## config.mk

```make
export PLATFORM = sky130hd
export DESIGN_NAME = custom_axi_to_mem_responder_flat
export DESIGN_NICKNAME = d
export VERILOG_FILES = /design/src/rtl/custom_axi_to_mem_responder_if.sv /design/src/rtl/custom_axi_to_mem_responder.sv /design/src/flat_wrapper.sv
export SDC_FILE = /design/constraint.sdc
export NUM_CORES = 1
export LEC_CHECK = 0
export CAP_MARGIN = 20
export CORE_AREA = 2 2 130 132
export DETAILED_ROUTE_END_ITERATION = 6
export DIE_AREA = 0 0 132 134
export HOLD_SLACK_MARGIN = 0.05
export PLACE_DENSITY_LB_ADDON = 0.15
export SETUP_SLACK_MARGIN = 0.05
export SLEW_MARGIN = 10
export SYNTH_ARGS = -nofsm -noshare
export SYNTH_HDL_FRONTEND = slang
export SYNTH_SLANG_ARGS = --single-unit
export TNS_END_PERCENT = 50
```

## constraint.sdc

```tcl
create_clock -name clk -period 8.81 [get_ports clk]
set_clock_uncertainty 0.15 [all_clocks]
set_input_delay 1.3215 -clock clk [delete_from_list [all_inputs] [get_ports clk]]
set_output_delay 1.3215 -clock clk [all_outputs]
set_load 0.05 [all_outputs]
```

## src/rtl/custom_axi_to_mem_responder_if.sv

```systemverilog
// AXI4 slave-side bundle for custom_axi_to_mem_responder: AW, W, B, AR and R channels.
// The master modport is the initiator view; the slave modport is the responder view.
interface custom_axi_to_mem_responder_if #(
    parameter int ADDR_WIDTH = 32,
    parameter int DATA_WIDTH = 32,
    parameter int ID_WIDTH   = 2
);
    logic [ID_WIDTH-1:0]     awid;
    logic [ADDR_WIDTH-1:0]   awaddr;
    logic [7:0]              awlen;
    logic [2:0]              awsize;
    logic [1:0]              awburst;
    logic                    awvalid;
    logic                    awready;

    logic [DATA_WIDTH-1:0]   wdata;
    logic [DATA_WIDTH/8-1:0] wstrb;
    logic                    wlast;
    logic                    wvalid;
    logic                    wready;

    logic [ID_WIDTH-1:0]     bid;
    logic [1:0]              bresp;
    logic                    bvalid;
    logic                    bready;

    logic [ID_WIDTH-1:0]     arid;
    logic [ADDR_WIDTH-1:0]   araddr;
    logic [7:0]              arlen;
    logic [2:0]              arsize;
    logic [1:0]              arburst;
    logic                    arvalid;
    logic                    arready;

    logic [ID_WIDTH-1:0]     rid;
    logic [DATA_WIDTH-1:0]   rdata;
    logic [1:0]              rresp;
    logic                    rlast;
    logic                    rvalid;
    logic                    rready;

    modport master (
        output awid, awaddr, awlen, awsize, awburst, awvalid, input awready,
        output wdata, wstrb, wlast, wvalid, input wready,
        input bid, bresp, bvalid, output bready,
        output arid, araddr, arlen, arsize, arburst, arvalid, input arready,
        input rid, rdata, rresp, rlast, rvalid, output rready
    );

    modport slave (
        input awid, awaddr, awlen, awsize, awburst, awvalid, output awready,
        input wdata, wstrb, wlast, wvalid, output wready,
        output bid, bresp, bvalid, input bready,
        input arid, araddr, arlen, arsize, arburst, arvalid, output arready,
        output rid, rdata, rresp, rlast, rvalid, input rready
    );
endinterface

```

## src/rtl/custom_axi_to_mem_responder.sv

```systemverilog
// AXI4 responder that serves one burst at a time from a single-beat MEM port,
// with one outstanding MEM request and alternating read/write arbitration.
module custom_axi_to_mem_responder #(
    parameter int ADDR_WIDTH = 32,
    parameter int DATA_WIDTH = 32,
    parameter int ID_WIDTH   = 2
) (
    input  logic                    clk,
    input  logic                    rst,
    custom_axi_to_mem_responder_if.slave s_axi,
    output logic                    mem_req,
    input  logic                    mem_gnt,
    output logic [ADDR_WIDTH-1:0]   mem_addr,
    output logic                    mem_we,
    output logic [DATA_WIDTH/8-1:0] mem_be,
    output logic [DATA_WIDTH-1:0]   mem_wdata,
    input  logic                    mem_valid,
    input  logic [DATA_WIDTH-1:0]   mem_rdata,
    input  logic                    mem_error
);
    localparam int STRB = DATA_WIDTH / 8;
    localparam int LSB  = $clog2(STRB);

    typedef enum logic [2:0] {
        IDLE, RD_REQ, RD_WAIT, RD_RESP, WR_DATA, WR_REQ, WR_WAIT, WR_RESP
    } state_t;

    state_t state, state_nxt;

    logic                  prio_write;
    logic [ID_WIDTH-1:0]   id_q;
    logic [ADDR_WIDTH-1:0] addr_q;
    logic [7:0]            len_q;
    logic [2:0]            size_q;
    logic                  fixed_q;
    logic                  bad_q;
    logic [7:0]            beat_q;
    logic                  err_sticky;
    logic [DATA_WIDTH-1:0] rdata_q;
    logic                  rerr_q;
    logic [DATA_WIDTH-1:0] wdata_q;
    logic [STRB-1:0]       wstrb_q;

    logic                  last_beat;
    logic [ADDR_WIDTH-1:0] addr_next;

    assign last_beat = (beat_q == len_q);
    assign addr_next = fixed_q ? addr_q : addr_q + (ADDR_WIDTH'(1) << size_q);

    always_ff @(posedge clk or posedge rst) begin
        if (rst) state <= IDLE;
        else     state <= state_nxt;
    end

    // WRAP/reserved bursts (burst[1] set) bypass the MEM side entirely.
    always_comb begin
        state_nxt     = state;
        s_axi.arready = 1'b0;
        s_axi.awready = 1'b0;
        case (state)
            IDLE: begin
                s_axi.arready = s_axi.arvalid && (!s_axi.awvalid || !prio_write);
                s_axi.awready = s_axi.awvalid && !s_axi.arready;
                if (s_axi.arready)      state_nxt = s_axi.arburst[1] ? RD_RESP : RD_REQ;
                else if (s_axi.awready) state_nxt = WR_DATA;
            end
            RD_REQ:  if (mem_gnt)   state_nxt = RD_WAIT;
            RD_WAIT: if (mem_valid) state_nxt = RD_RESP;
            RD_RESP: if (s_axi.rready) state_nxt = last_beat ? IDLE : (bad_q ? RD_RESP : RD_REQ);
            WR_DATA: if (s_axi.wvalid) state_nxt = bad_q ? (last_beat ? WR_RESP : WR_DATA) : WR_REQ;
            WR_REQ:  if (mem_gnt)   state_nxt = WR_WAIT;
            WR_WAIT: if (mem_valid) state_nxt = last_beat ? WR_RESP : WR_DATA;
            WR_RESP: if (s_axi.bready) state_nxt = IDLE;
            default: state_nxt = IDLE;
        endcase
    end

    always_ff @(posedge clk or posedge rst) begin
        if (rst) begin
            prio_write <= 1'b0;
            id_q       <= '0;
            addr_q     <= '0;
            len_q      <= '0;
            size_q     <= '0;
            fixed_q    <= 1'b0;
            bad_q      <= 1'b0;
            beat_q     <= '0;
            err_sticky <= 1'b0;
            rdata_q    <= '0;
            rerr_q     <= 1'b0;
            wdata_q    <= '0;
            wstrb_q    <= '0;
        end else begin
            case (state)
                IDLE: begin
                    if (s_axi.arready) begin
                        id_q       <= s_axi.arid;
                        addr_q     <= s_axi.araddr;
                        len_q      <= s_axi.arlen;
                        size_q     <= s_axi.arsize;
                        fixed_q    <= (s_axi.arburst == 2'b00);
                        bad_q      <= s_axi.arburst[1];
                        rerr_q     <= s_axi.arburst[1];
                        rdata_q    <= '0;
                        beat_q     <= '0;
                        err_sticky <= 1'b0;
                        prio_write <= 1'b1;
                    end else if (s_axi.awready) begin
                        id_q       <= s_axi.awid;
                        addr_q     <= s_axi.awaddr;
                        len_q      <= s_axi.awlen;
                        size_q     <= s_axi.awsize;
                        fixed_q    <= (s_axi.awburst == 2'b00);
                        bad_q      <= s_axi.awburst[1];
                        beat_q     <= '0;
                        err_sticky <= 1'b0;
                        prio_write <= 1'b0;
                    end
                end
                RD_WAIT: begin
                    if (mem_valid) begin
                        rdata_q <= mem_rdata;
                        rerr_q  <= mem_error;
                    end
                end
                RD_RESP: begin
                    if (s_axi.rready && !last_beat) begin
                        beat_q <= beat_q + 8'd1;
                        addr_q <= addr_next;
                    end
                end
                WR_DATA: begin
                    if (s_axi.wvalid) begin
                        wdata_q <= s_axi.wdata;
                        wstrb_q <= s_axi.wstrb;
                        if ((s_axi.wlast != last_beat) || bad_q) err_sticky <= 1'b1;
                        if (bad_q && !last_beat) beat_q <= beat_q + 8'd1;
                    end
                end
                WR_WAIT: begin
                    if (mem_valid) begin
                        if (mem_error) err_sticky <= 1'b1;
                        if (!last_beat) begin
                            beat_q <= beat_q + 8'd1;
                            addr_q <= addr_next;
                        end
                    end
                end
                default: ;
            endcase
        end
    end

    assign mem_req   = (state == RD_REQ) || (state == WR_REQ);
    assign mem_we    = (state == WR_REQ);
    assign mem_be    = (state == WR_REQ) ? wstrb_q : '1;
    assign mem_addr  = {addr_q[ADDR_WIDTH-1:LSB], LSB'(0)};
    assign mem_wdata = wdata_q;

    assign s_axi.wready = (state == WR_DATA);
    assign s_axi.rvalid = (state == RD_RESP);
    assign s_axi.rid    = id_q;
    assign s_axi.rdata  = rdata_q;
    assign s_axi.rresp  = rerr_q ? 2'b10 : 2'b00;
    assign s_axi.rlast  = last_beat;
    assign s_axi.bvalid = (state == WR_RESP);
    assign s_axi.bid    = id_q;
    assign s_axi.bresp  = err_sticky ? 2'b10 : 2'b00;
endmodule

```

## src/flat_wrapper.sv

```systemverilog
// flat-port wrapper written by rule: the top's interface ports become plain ports
module custom_axi_to_mem_responder_flat 
#(
    parameter int ADDR_WIDTH = 32,
    parameter int DATA_WIDTH = 32,
    parameter int ID_WIDTH   = 2
)
  (clk, rst, mem_req, mem_gnt, mem_addr, mem_we, mem_be, mem_wdata, mem_valid, mem_rdata, mem_error, s_axi_awid, s_axi_awaddr, s_axi_awlen, s_axi_awsize, s_axi_awburst, s_axi_awvalid, s_axi_awready, s_axi_wdata, s_axi_wstrb, s_axi_wlast, s_axi_wvalid, s_axi_wready, s_axi_bid, s_axi_bresp, s_axi_bvalid, s_axi_bready, s_axi_arid, s_axi_araddr, s_axi_arlen, s_axi_arsize, s_axi_arburst, s_axi_arvalid, s_axi_arready, s_axi_rid, s_axi_rdata, s_axi_rresp, s_axi_rlast, s_axi_rvalid, s_axi_rready);
  custom_axi_to_mem_responder_if #(.ADDR_WIDTH(ADDR_WIDTH), .DATA_WIDTH(DATA_WIDTH), .ID_WIDTH(ID_WIDTH)) s_axi_i ();
  input  logic clk;
  input  logic rst;
  output logic mem_req;
  input  logic mem_gnt;
  output logic [ADDR_WIDTH-1:0] mem_addr;
  output logic mem_we;
  output logic [DATA_WIDTH/8-1:0] mem_be;
  output logic [DATA_WIDTH-1:0] mem_wdata;
  input  logic mem_valid;
  input  logic [DATA_WIDTH-1:0] mem_rdata;
  input  logic mem_error;
  input wire logic [$bits(s_axi_i.awid)-1:0] s_axi_awid;
  input wire logic [$bits(s_axi_i.awaddr)-1:0] s_axi_awaddr;
  input wire logic [$bits(s_axi_i.awlen)-1:0] s_axi_awlen;
  input wire logic [$bits(s_axi_i.awsize)-1:0] s_axi_awsize;
  input wire logic [$bits(s_axi_i.awburst)-1:0] s_axi_awburst;
  input wire logic [$bits(s_axi_i.awvalid)-1:0] s_axi_awvalid;
  output wire logic [$bits(s_axi_i.awready)-1:0] s_axi_awready;
  input wire logic [$bits(s_axi_i.wdata)-1:0] s_axi_wdata;
  input wire logic [$bits(s_axi_i.wstrb)-1:0] s_axi_wstrb;
  input wire logic [$bits(s_axi_i.wlast)-1:0] s_axi_wlast;
  input wire logic [$bits(s_axi_i.wvalid)-1:0] s_axi_wvalid;
  output wire logic [$bits(s_axi_i.wready)-1:0] s_axi_wready;
  output wire logic [$bits(s_axi_i.bid)-1:0] s_axi_bid;
  output wire logic [$bits(s_axi_i.bresp)-1:0] s_axi_bresp;
  output wire logic [$bits(s_axi_i.bvalid)-1:0] s_axi_bvalid;
  input wire logic [$bits(s_axi_i.bready)-1:0] s_axi_bready;
  input wire logic [$bits(s_axi_i.arid)-1:0] s_axi_arid;
  input wire logic [$bits(s_axi_i.araddr)-1:0] s_axi_araddr;
  input wire logic [$bits(s_axi_i.arlen)-1:0] s_axi_arlen;
  input wire logic [$bits(s_axi_i.arsize)-1:0] s_axi_arsize;
  input wire logic [$bits(s_axi_i.arburst)-1:0] s_axi_arburst;
  input wire logic [$bits(s_axi_i.arvalid)-1:0] s_axi_arvalid;
  output wire logic [$bits(s_axi_i.arready)-1:0] s_axi_arready;
  output wire logic [$bits(s_axi_i.rid)-1:0] s_axi_rid;
  output wire logic [$bits(s_axi_i.rdata)-1:0] s_axi_rdata;
  output wire logic [$bits(s_axi_i.rresp)-1:0] s_axi_rresp;
  output wire logic [$bits(s_axi_i.rlast)-1:0] s_axi_rlast;
  output wire logic [$bits(s_axi_i.rvalid)-1:0] s_axi_rvalid;
  input wire logic [$bits(s_axi_i.rready)-1:0] s_axi_rready;
  assign s_axi_i.awid = s_axi_awid;
  assign s_axi_i.awaddr = s_axi_awaddr;
  assign s_axi_i.awlen = s_axi_awlen;
  assign s_axi_i.awsize = s_axi_awsize;
  assign s_axi_i.awburst = s_axi_awburst;
  assign s_axi_i.awvalid = s_axi_awvalid;
  assign s_axi_awready = s_axi_i.awready;
  assign s_axi_i.wdata = s_axi_wdata;
  assign s_axi_i.wstrb = s_axi_wstrb;
  assign s_axi_i.wlast = s_axi_wlast;
  assign s_axi_i.wvalid = s_axi_wvalid;
  assign s_axi_wready = s_axi_i.wready;
  assign s_axi_bid = s_axi_i.bid;
  assign s_axi_bresp = s_axi_i.bresp;
  assign s_axi_bvalid = s_axi_i.bvalid;
  assign s_axi_i.bready = s_axi_bready;
  assign s_axi_i.arid = s_axi_arid;
  assign s_axi_i.araddr = s_axi_araddr;
  assign s_axi_i.arlen = s_axi_arlen;
  assign s_axi_i.arsize = s_axi_arsize;
  assign s_axi_i.arburst = s_axi_arburst;
  assign s_axi_i.arvalid = s_axi_arvalid;
  assign s_axi_arready = s_axi_i.arready;
  assign s_axi_rid = s_axi_i.rid;
  assign s_axi_rdata = s_axi_i.rdata;
  assign s_axi_rresp = s_axi_i.rresp;
  assign s_axi_rlast = s_axi_i.rlast;
  assign s_axi_rvalid = s_axi_i.rvalid;
  assign s_axi_i.rready = s_axi_rready;
  custom_axi_to_mem_responder #(.ADDR_WIDTH(ADDR_WIDTH), .DATA_WIDTH(DATA_WIDTH), .ID_WIDTH(ID_WIDTH)) u_core (.clk(clk), .rst(rst), .s_axi(s_axi_i), .mem_req(mem_req), .mem_gnt(mem_gnt), .mem_addr(mem_addr), .mem_we(mem_we), .mem_be(mem_be), .mem_wdata(mem_wdata), .mem_valid(mem_valid), .mem_rdata(mem_rdata), .mem_error(mem_error));
endmodule
```

==> impl_results.md <==
* Path type of the worst min-delay path: register to register
* Worst reg2reg startpoint: u_core.size_q[1]
* TritonCTS clock tree: yes
* DRC viols at 0
* Most frequently used flop master after synthesis: sky130_fd_sc_hd__dfrtp_1
* Total power draw at 4.56 mW
* Count of flip-flops with a built-in enable after synthesis at 0
* Post-DP HPWL at between 15000 and 20000 um
* Worst Hold Endpoint: u_core.addr_q[0]
* Latest clock arrival within the worst-skew pair at 0.42 ns
* Antenna cells at 0
* Die Y at approximately 130 um
* Remaining global-route overflow at 0
* Cell accounting for the most synthesized area: sky130_fd_sc_hd__dfrtp_1
* Type of destination of the critical path: output port
* Number of warnings printed during yosys synthesis at 0
* Final setup viols at 0
* Main combinational cell family by area after synthesis: compound AO/OA/AOI/OAI gates
* Crit-path leading delay family: buffers and inverters
* Die ar. at about 18000 sq um
* Share of cell area taken by muxes after synthesis at between 6 and 7%
* Start-to-end type of the worst setup path: input port to output port
* Largest net degree at the start of global routing at 71
* Max-slew violations at 0
* Number of global-route vias before repair at between 6000 and 7000
* Number of synthesized register bits at 129
* Fraction of the mapped netlist area in adder cells at around 1.8%
* Drt pass-1 iters at 5
* Share of the synthesized area in compound gates (AO/OA/AOI/OAI) at 19.7%
* Routed length per instance at about 18 um
* Std-Cell Core Area at 16300 sq um
* Achievable clock frequency at around 0.20 GHz
* Share of cells above drive strength 1 at under 10%
* Final period utilization at a little under three fifths
* H-tree depth at 4
* Xor and xnor area share after synthesis at 1.83%
* Number of max-cap violations at 0
* Initial cell density of the core at between 40% and 50%
* Antenna violations before repair at 0
* Cell breakdown of the critical path: clkdlybuf4s50_1 > a21boi_0 > nand2_2 > buf_4 > inv_2 > clkdlybuf4s50_1
* Growth of design area from synthesis to finish at 46.1%
* Worst reg-to-reg setup slack at 5.24 ns
* Slowest cell on the critical path: sky130_fd_sc_hd__clkdlybuf4s50_1
* Relative slew slack at approximately 30%
* Data required time at the worst endpoint at 7.34 ns
* Crit path from: s_axi_arvalid
* CTS Hold Bufs at 0
* Fraction of the core area covered by cells at the end of the flow at between 60% and 70%
* Run status: completed
* Actual slew at the worst max-slew pin at 1.06 ns
* Power density over cell area at 434 nW/um^2
* Post-synthesis cell type count at 60
* Placer's final routability congestion estimate at 0.843
* Number of vias after detailed routing at around 6600
* Signal arrival time at the worst endpoint at around 3.5 ns
* GRT Util Overall at between 20% and 30%
* Number of top-level pins at 289
* Row count at 47
* Worst Hold Launch: u_core.addr_q[0]
* Detail-routed via count per cell at ~5.4
* Total clock sinks at roughly 130
* Simple-Gate Fraction of Synth Area at 17.6%
* Largest cells by area after synthesis: sky130_fd_sc_hd__dfrtp_1 (45%), sky130_fd_sc_hd__nand2_1 (7.3%), sky130_fd_sc_hd__mux2_2 (5.8%)
* Cells after synthesis at just under 800
* Portion of synthesized cell area occupied by the leading cell type at 44.9%
* Final-stage net count at roughly 1200
* Clock slew seen by the registers of the worst setup and hold paths at about 0.05 ns
* TritonCTS buffer count at 17
* Synthesized area per cell at 9.24 sq um
* Highest net fanout along the worst path at ~50
* Leak at between 4 and 5 nW
* Worst stage delay on the critical path at around 0.8 ns
* Sequential element share of the synthesized area at between 40% and 50%
* Port Buffer Count at ~280
* Width of the die at between 100 and 150 um
* Cell seen most often among critical-path stages: sky130_fd_sc_hd__clkdlybuf4s50_1
* Clock Root Buffer: sky130_fd_sc_hd__clkbuf_16
* Worst Reg-to-Reg Cells at 9
* Crit path launch type: input port
* WL final at approximately 22000 um
* End of the worst register-to-register path: u_core.addr_q[20]
* Clock period minus worst slack at ~5 ns
* Post-cts gate resize count at 0
* Number of buffers between clock root and the deepest sink at 2
* Number of post-CTS setup repair buffers at 0
* Number of violations reported at the end of detailed-routing iteration 0 at 331
* Number of buffers and inverters on the critical path at 4
* Setup repair after global routing missed its margin: no
* Global-route wire length before repair at between 30000 and 40000 um
* Peak supply drop at about 0.00029 V
* Hold path depth at 2
* Endpoints failing hold at 0
* Share of synthesized registers carrying an async set or reset at 100%
* Total Neg Setup Slack at 0 ns
* Synthesized area at ~7200 sq um
* Remaining antenna violation count after routing at 0
cell usage in the layout, fill, tap and decap left out, drive strengths merged, types with 4 or more instances in the layout:
| cell type | netlist | layout |
|---|---|---|
| a21boi | 4 | 4 |
| a21o | 8 | 8 |
| a21oi | 50 | 50 |
| a22o | 33 | 33 |
| a2bb2oi | 9 | 9 |
| a31oi | 18 | 18 |
| and3 | 7 | 7 |
| buf | 59 | 12 |
| clkbuf | 32 | 20 |
| clkdlybuf4s50 | 0 | 284 |
| conb | 1 | 4 |
| dfrtp | 129 | 129 |
| ha | 9 | 9 |
| inv | 12 | 16 |
| mux2 | 37 | 37 |
| nand2 | 139 | 139 |
| nand3 | 36 | 36 |
| nand4 | 9 | 9 |
| nor2 | 37 | 37 |
| nor3 | 12 | 12 |
| nor4 | 5 | 5 |
| o2111ai | 4 | 4 |
| o211ai | 16 | 16 |
| o21ai | 34 | 34 |
| o31ai | 7 | 7 |
| or2 | 4 | 4 |
| or3 | 6 | 6 |
| xnor2 | 4 | 4 |
| xor2 | 11 | 11 |
registers in the layout, indices dropped and copies added, names as in the netlist, 2 cells and up:
signal and cells:
u_core.addr_q 32, u_core.mem_wdata 32, u_core.s_axi.rdata 32, u_core.beat_q 8, u_core.len_q 8, u_core.wstrb_q 4, u_core.size_q 3, u_core.state 3
u_core.s_axi.bid 2
synth_stat cells, drive strengths merged (9+ instances only):
cell	instances
inv	12
nor3	12
a31oi	18
buf	59
a2bb2oi	9
clkbuf	32
o211ai	16
a22o	33
nand2	139
xor2	11
ha	9
nand3	36
o21ai	34
nand4	9
mux2	37
a21oi	50
dfrtp	129
nor2	37
power by group:
part	internal (mW)	total (mW)	switching (mW)	leakage, nW
Combinational	0.980	2.69	1.71	2.61
Sequential	0.885	1.16	0.272	1.57
Clock	0.432	0.705	0.273	0.280
Total	2.30	4.56	2.26	4.46
how the worst max path moves through the flow:
stage | end | slack [ns] | cells past startpoint
after floorplan | u_core.addr_q[0] | 3.90 | 1
after global placement | s_axi_arready | 3.84 | 6
after detailed placement | s_axi_arready | 3.81 | 6
after CTS | s_axi_arready | 3.81 | 6
after global routing | s_axi_arready | 3.70 | 6
final | s_axi_arready | 3.81 | 6
final cells by class:
class                      count  area (sq um)
clock inverter                11           128
tap                          220           275
fill                        1377          5790
multi-input combinational    549          3430
timing repair buffer         296          2930
clock buffer                  20           457
inverter                      12          50.0
sequential                   129          3230
per-layer routing:
metal / up-vias / routed length (um) / track usage (%)
li1: 3204 / - / -
met1: 3158 / 9130 / 31.1
met3: 22 / 2130 / 10.1
met2: 257 / 10100 / 39.2
met5: - / 0 / 0
met4: 0 / 268 / 7.61
cell families after synthesis:
group,count (synthesis)
buf+inv,103
compound gates,206
fa+ha+maj,10
xor+xnor,15
other cells,1
flops,129
mux,40
simple gates,274
through the flow:
step                      cells  worst slack [ns]  instance area, sq um  hold slack, ns
final                      1237              3.81                 10500           0.341
after global routing       1237              3.70                 10500           0.350
after CTS                  1237              3.81                 10500           0.334
after detailed placement   1206              3.81                  9920           0.316
after global placement     1206              3.84                  9920           0.317
after floorplan             781              3.90                  7200           0.292
worst min-delay path, cell delays in order, from the launching register on:
cell                      delay, ns
sky130_fd_sc_hd__dfrtp_1       0.35
sky130_fd_sc_hd__nand2_1       0.05
sky130_fd_sc_hd__nand2_1       0.06
Note: power is estimated with default switching activity, not from simulation.
